==> config.mk <==
export PLATFORM = sky130hd
export DESIGN_NAME = memory_port_arbiter
export DESIGN_NICKNAME = d
export VERILOG_FILES = /design/src/rtl/memory_port_arbiter.sv
export SDC_FILE = /design/constraint.sdc
export NUM_CORES = 1
export LEC_CHECK = 0
export ABC_CLOCK_PERIOD_IN_PS = 2700
export CAP_MARGIN = 10
export CORE_ASPECT_RATIO = 0.75
export CORE_MARGIN = 10
export CORE_UTILIZATION = 36
export DETAILED_ROUTE_END_ITERATION = 16
export PLACE_DENSITY = 0.86
export SYNTH_ARGS = -nofsm -noshare
export SYNTH_HDL_FRONTEND = slang
export SYNTH_SLANG_ARGS = --single-unit
==> constraint.sdc <==
create_clock -name clk -period 2.7 [get_ports clk]
set_clock_uncertainty 0.1 [all_clocks]
set_input_delay 0.27 -clock clk [delete_from_list [all_inputs] [get_ports clk]]
set_output_delay 0.27 -clock clk [all_outputs]
set_load 0.02 [all_outputs]
==> src/rtl/memory_port_arbiter.sv <==
// memory_port_arbiter: serialises CPU LSU (port 0) and loader/debug (port 1)
// transactions onto the single RAM data port, absorbing its read latency.
module memory_port_arbiter #(
   parameter bit PRIORITY_MODE = 1'b0
) (
   input  logic        clk,
   input  logic        rst,
   input  logic        req0,
   input  logic        req1,
   input  logic [31:0] addr0,
   input  logic [31:0] addr1,
   input  logic [31:0] wdata0,
   input  logic [31:0] wdata1,
   input  logic [2:0]  writeMode0,
   input  logic [2:0]  writeMode1,
   input  logic [2:0]  readMode0,
   input  logic [2:0]  readMode1,
   input  logic        unsignedLoad0,
   input  logic        unsignedLoad1,
   output logic        ack0,
   output logic        ack1,
   output logic        err,
   output logic [31:0] rdata,
   output logic [31:0] mem_address,
   output logic [31:0] mem_data,
   output logic [2:0]  mem_writeMode,
   output logic [2:0]  mem_readMode,
   output logic        mem_unsignedLoad,
   input  logic [31:0] mem_dataOutput,
   output logic        busy,
   output logic        grant_id
);

   typedef enum logic [1:0] {
      IDLE,
      ISSUE,
      RESP
   } state_t;

   localparam logic [2:0] MODE_NONE = 3'd0;
   localparam logic [2:0] MODE_MAX  = 3'd5;

   state_t      state;
   state_t      state_nxt;

   logic [31:0] iss_addr;
   logic [31:0] iss_data;
   logic [2:0]  iss_wm;
   logic [2:0]  iss_rm;
   logic        iss_uns;
   logic        gid;
   logic        last;
   logic        rej;

   logic        win;
   logic        take;
   logic        legal;
   logic [31:0] s_addr;
   logic [31:0] s_data;
   logic [2:0]  s_wm;
   logic [2:0]  s_rm;
   logic        s_uns;
   logic        ack_any;

   // pick the winner and mux its request fields
   always_comb begin
      win = 1'b0;
      if (req0 && req1)
         win = PRIORITY_MODE ? 1'b0 : ~last;
      else
         win = req1;
      take   = (state == IDLE) && !rej && (req0 || req1);
      s_addr = win ? addr1 : addr0;
      s_data = win ? wdata1 : wdata0;
      s_wm   = win ? writeMode1 : writeMode0;
      s_rm   = win ? readMode1 : readMode0;
      s_uns  = win ? unsignedLoad1 : unsignedLoad0;
      legal  = (s_wm <= MODE_MAX) && (s_rm <= MODE_MAX) &&
               ((s_wm == MODE_NONE) != (s_rm == MODE_NONE));
   end

   // next-state logic
   always_comb begin
      state_nxt = state;
      unique case (state)
         IDLE:    if (take && legal) state_nxt = ISSUE;
         ISSUE:   state_nxt = (iss_wm != MODE_NONE) ? IDLE : RESP;
         RESP:    state_nxt = IDLE;
         default: state_nxt = IDLE;
      endcase
   end

   // state register
   always_ff @(posedge clk or posedge rst) begin
      if (rst) state <= IDLE;
      else     state <= state_nxt;
   end

   // issue registers, grant tracking and pending-reject flag
   always_ff @(posedge clk or posedge rst) begin
      if (rst) begin
         iss_addr <= '0;
         iss_data <= '0;
         iss_wm   <= MODE_NONE;
         iss_rm   <= MODE_NONE;
         iss_uns  <= 1'b0;
         gid      <= 1'b0;
         last     <= 1'b1;
         rej      <= 1'b0;
      end else begin
         rej <= take && !legal;
         if (take) begin
            iss_addr <= s_addr;
            iss_data <= s_data;
            iss_wm   <= s_wm;
            iss_rm   <= s_rm;
            iss_uns  <= s_uns;
            gid      <= win;
            last     <= win;
         end
      end
   end

   // acks, read return and RAM port drive
   always_comb begin
      ack_any = ((state == ISSUE) && (iss_wm != MODE_NONE)) ||
                (state == RESP) || rej;
      ack0    = ack_any && !gid;
      ack1    = ack_any && gid;
      err     = rej;
      rdata   = (state == RESP) ? mem_dataOutput : 32'd0;
      mem_address      = iss_addr;
      mem_data         = iss_data;
      mem_unsignedLoad = iss_uns;
      mem_writeMode    = (state == ISSUE) ? iss_wm : MODE_NONE;
      mem_readMode     = (state == ISSUE) ? iss_rm : MODE_NONE;
      busy     = (state != IDLE);
      grant_id = gid;
   end

endmodule

After elaboration in Yosys (flattened, before gate mapping) --
Index checks and enable logic that the tools add are counted.
Storage, ports and cells: bits in latches 0, output and inout port bits 108, input bits 178, bits in writable memories 0, memories kept 0, word-level logic and storage cells 49, memory bits (read-only) 0, flip-flop bits (word level) 76
Operators by class: reduce and logical (&&, ||, !) cells 21, shifts and indexed selects 0, multipliers 0, div/mod/pow operators 0, equality and inequality tests 4, $add $sub $neg 0, magnitude comparators 2, bitwise logic cells 1, multiplexer cells 12
Operator list (count):
- $mux W32 | 3
- $mux W3 | 4
- $logic_and A1 B1 Y1 | 10
- $le A3 B3 Y1 const B | 2
- $logic_not A3 Y1 | 2
- $mux W2 | 2
- $pmux W2 S2 | 1
- $logic_not A1 Y1 | 3
- $logic_or A1 B1 Y1 | 3
- $reduce_bool A3 Y1 | 1
- $eq A2 B1 Y1 const B | 1
- $eq A2 B2 Y1 const B | 1
- $logic_not A2 Y1 | 1
- $mux W1 | 2
- $ne A2 B1 Y1 const B | 1
- $reduce_bool A2 Y1 | 1
- $ne A1 B1 Y1 | 1
- $not A1 Y1 | 1

Logic depth before layout (Yosys ltp) --
word-level depth 9, mapped depth 6, mapped depth without buffers 5

Worst setup path before layout --
Ideal clock, no wire load.
path type flip-flop to flip-flop, start point register state[0], end point register gid (netlist: grant_id), setup time 125 ps, stages on the path, launching flop included 5, arrival time 1368 ps, period minus slack after synthesis 1593 ps, path buffers 1, path slack 1107 ps, required time 2475 ps, cell sequence dfrtp_1 or2_1 nor3_2 buf_6 mux2_2
Between the ends: word-level cells in the longest chain between the ends 3
Ends and longest elaborated chain:
- from (decl) | line 43 | state_t state;
- from (signal assigned) | line 96 | else state <= state_nxt;
- $logic_not A2 Y1 | line 72 | take = (state == IDLE) && !rej && (req0 || req1);
- $logic_and A1 B1 Y1 (2 in series) | line 72
- to (signal assigned) | line 118 | gid <= win;
- to (decl) | line 51 | logic gid;
Every way passes these cells. A chain may end at the register's enable or synchronous reset.

Worst setup path after layout --
start point register iss_wm[1], end point output ack1
Between the ends: word-level cells in the longest chain between the ends 5
Ends and longest elaborated chain:
- from (decl) | line 48 | logic [2:0] iss_wm;
- from (signal assigned) | line 115 | iss_wm <= s_wm;
- $reduce_bool A3 Y1 | line 126 | ack_any = ((state == ISSUE) && (iss_wm != MODE_NONE)) ||
- $logic_and A1 B1 Y1 | line 126
- $logic_or A1 B1 Y1 | line 126
- $logic_or A1 B1 Y1 | line 127 | (state == RESP) || rej;
- $logic_and A1 B1 Y1 | line 129 | ack1 = ack_any && gid;
- to (decl) | line 21 | output logic ack1,
Every way passes these cells.

==> impl_metrics.env <==
export IMPL_run_status="completed"
export IMPL_via_count_of_the_first_global_routing_pass=4196
export IMPL_static_leakage_uw=0.00300
export IMPL_std_cell_rows=34
export IMPL_iteration_0_drc_markers=107
export IMPL_cts_clk_slew_worst_paths_ns=0.06
export IMPL_min_period_over_period=0.909
export IMPL_n_fill_cell=902
export IMPL_post_synth_top_area_cell="dfrtp_1"
export IMPL_clock_sinks=76
export IMPL_synth_xor_area_frac=0
export IMPL_slew_headroom=0.572
export IMPL_layout_cells_sized_above_1=0.151
export IMPL_adder_cell_share_of_the_synthesized_area=0
export IMPL_post_route_drc_count=0
export IMPL_insertion_delay_ns=0.32
export IMPL_timing_worst_slew_pin_value_ns=0.642
export IMPL_setup_worst_path_end_class="primary output"
export IMPL_cts_setup_buffers=0
export IMPL_muxShareOfSynthArea=0.180
export IMPL_drtAntennaViolNets=0
export IMPL_synthDominantCellAreaShare=0.446
export IMPL_fmax_mhz=408
export IMPL_yosysUniqueCellTypes=27
export IMPL_critical_path_peak_fanout=3
export IMPL_arrival_ns=2.08
export IMPL_net_count_final=843
export IMPL_p_int_uw=4290
export IMPL_grt_start_max_net_pins=75
export IMPL_power_share_switching=0.386
export IMPL_net_switching_power_uw=2700
export IMPL_preCtsSetupSlack_ns=0.586
export IMPL_power_frac_seq=0.286
export IMPL_power_per_cell_area_nw_per_um2=936
export IMPL_gpl_final_weighted_congestion=0.851
export IMPL_crit_required_ns=2.33
export IMPL_postSynthCellCount=387
export IMPL_synth_yosys_warnings=0
export IMPL_cts_hold_fix_buffers=0
export IMPL_drt_via_density=4.53
export IMPL_power_frac_clock=0.182
export IMPL_ys_async_sr_fraction=1.00
export IMPL_ys_seq_elements=76
export IMPL_dieHeight_um=114
export IMPL_die_area_sq_um=16500
export IMPL_num_vias=3766
export IMPL_antenna_found_initial=0
export IMPL_finalSetupTns_ns=0
export IMPL_cts_root_buf="clkbuf_16"
export IMPL_seq_area_frac_synth=0.452
export IMPL_areaGrowthSynthToFinish_pct=77.6
export IMPL_wl_mm=15.3
export IMPL_globalRouteOverflowTotal=0
export IMPL_criticalPathCategory="flop to primary output"
export IMPL_die_width_um=145
export IMPL_netlist_area_sq_um=4210
export IMPL_maxCapViolCount=0
export IMPL_worst_slack_ns=0.246
export IMPL_cts_path_max_buffers=2
export IMPL_avgSynthCellArea_sq_um=10.9
export IMPL_antennaDiodeCount=0
export IMPL_relative_contribution_of_combinational_cells_to_total_power=0.532
export IMPL_ir_drop_mv=0.488
export IMPL_synth_top_family_by_area="multiplexers"
export IMPL_setup_viol=0
export IMPL_drt_pass1_iter_count=4
export IMPL_endpoints_failing_hold=0
export IMPL_setup_worst_path_start_class="flop"
export IMPL_io_buffers=285
export IMPL_cts_tree="built"
export IMPL_synthFlopType="dfrtp_1"
export IMPL_wl_cell_um=18.4
export IMPL_rsz0062_at_grt="false"
export IMPL_tritoncts_num_buffers=9
export IMPL_dpl_hpwl_mm=12.6
export IMPL_synth_compound_gate_area_share=0.163
export IMPL_synth_edf_count=0
export IMPL_maxSlewViolCount=0
export IMPL_grt_first_pass_wirelength_mm=23.1
export IMPL_layout_core_utilization=0.648
export IMPL_htreeDepth=3
export IMPL_cts_resized=0
export IMPL_period_minus_slack_ns=2.45
export IMPL_hold_path_class="input pin to async pin"
export IMPL_fp_coreArea_sq_um=11500
export IMPL_synth_top_cells_by_area="dfrtp_1 45%, mux2i_1 17%, a21oi_2 14%, nor2_1 7.0%, and2_1 5.7%"
export IMPL_track_usage=0.178
export IMPL_boundaryPins=286
export IMPL_initial_utilization=0.365
export IMPL_fin_total_pwr_uw=7000
export IMPL_synth_fp_nets=565
export IMPL_post_synthesis_share_of_cell_area_spent_on_and_or_nand_and_nor_gates=0.145
routing by layer:
metal  vias up  wire length, um  GRT usage
li1       1868                -          -
met1      1724             5590      0.189
met2       162             7660      0.311
met3        12             1840     0.0893
met4         0              187     0.0390
met5         -                0          0
power groups by stage:
stage / logic (uW) / registers [uW] / clock network [uW]
after floorplan: 1540 / 2600 / 0
after global placement: 3690 / 1990 / 0
after detailed placement: 3760 / 2030 / 0
after CTS: 3780 / 2010 / 1300
after global routing: 3980 / 2070 / 1360
final: 3720 / 2000 / 1270
sequential cells by signal (all words and copies together) (netlist names):
signal,cells
iss_rm,3
mem_unsignedLoad,1
mem_data,32
last,1
err,1
grant_id,1
mem_address,32
state,2
iss_wm,3
stage by stage:
stage          instances  hold WS (ns)  instance area, sq um
5_1_grt              832         0.294                  7470
4_1_cts              832         0.254                  7470
6_report             832         0.233                  7470
2_1_floorplan        387         0.336                  4210
3_3_place_gp         816         0.349                  7150
3_5_place_dp         816         0.363                  7150
layout by cell type (no fill, tap or decap), drive strengths merged:
cell / count
buf: 9
nor2: 79
dfstp: 1
mux2: 2
nand2: 1
or2: 3
bufinv: 2
clkinv: 4
or3: 1
nor3: 1
dfrtp: 75
o21a: 1
a21oi: 73
nor2b: 3
o21ai: 1
mux2i: 73
and2: 38
o32ai: 2
clkdlybuf4s50: 285
a31o: 1
nor3b: 2
clkbuf: 11
a21boi: 1
a211oi: 1
layout make-up:
class	count	area [sq um]	area share
repair buffers	294	2980	0.399
multi-input cells	283	2060	0.276
flip-flops and latches	76	1900	0.255
clock buffers	11	243	0.0325
well taps	162	203	0.0271
clock inverters	5	75.1	0.0100
inverters	1	5.00	0.000670
logic make-up after synthesis:
family	count (synthesis)
AND/OR/NAND/NOR	128
multiplexers	75
buffers and inverters	28
AO/OA/AOI/OAI	80
flip-flops	76
worst max-delay path, stage by stage, from the launching register on:
cell             delay (ns)
dfrtp_1                0.39
or3_1                  0.38
a211oi_1               0.33
nor2b_1                0.09
clkdlybuf4s50_1        0.56
final timing paths:
| check | startpoint | endpoint | slack (ns) | depth (start not counted) |
|---|---|---|---|---|
| setup reg to reg | state[0] | mem_address[16] | 0.89 | 6 |
| setup / recovery | iss_wm[1] | ack1 | 0.25 | 4 |
| max in group asynchronous | rst | last | 1.57 | 3 |
| min in group clk | state[1] | state[1] | 0.37 | 1 |
| hold reg to reg | state[1] | state[1] | 0.37 | 1 |
| hold / removal | rst | mem_data[21] | 0.23 | 2 |
cell usage after synthesis (2+ instances only):
cell type / n
a21oi_1: 5
a21oi_2: 68
and2_1: 38
buf_4: 8
buf_6: 15
clkbuf_1: 3
dfrtp_1: 75
mux2_2: 2
mux2i_1: 72
nor2_1: 79
nor2b_1: 3
o32ai_1: 2
or2_1: 3
Note: power is estimated with default switching activity, not from simulation.
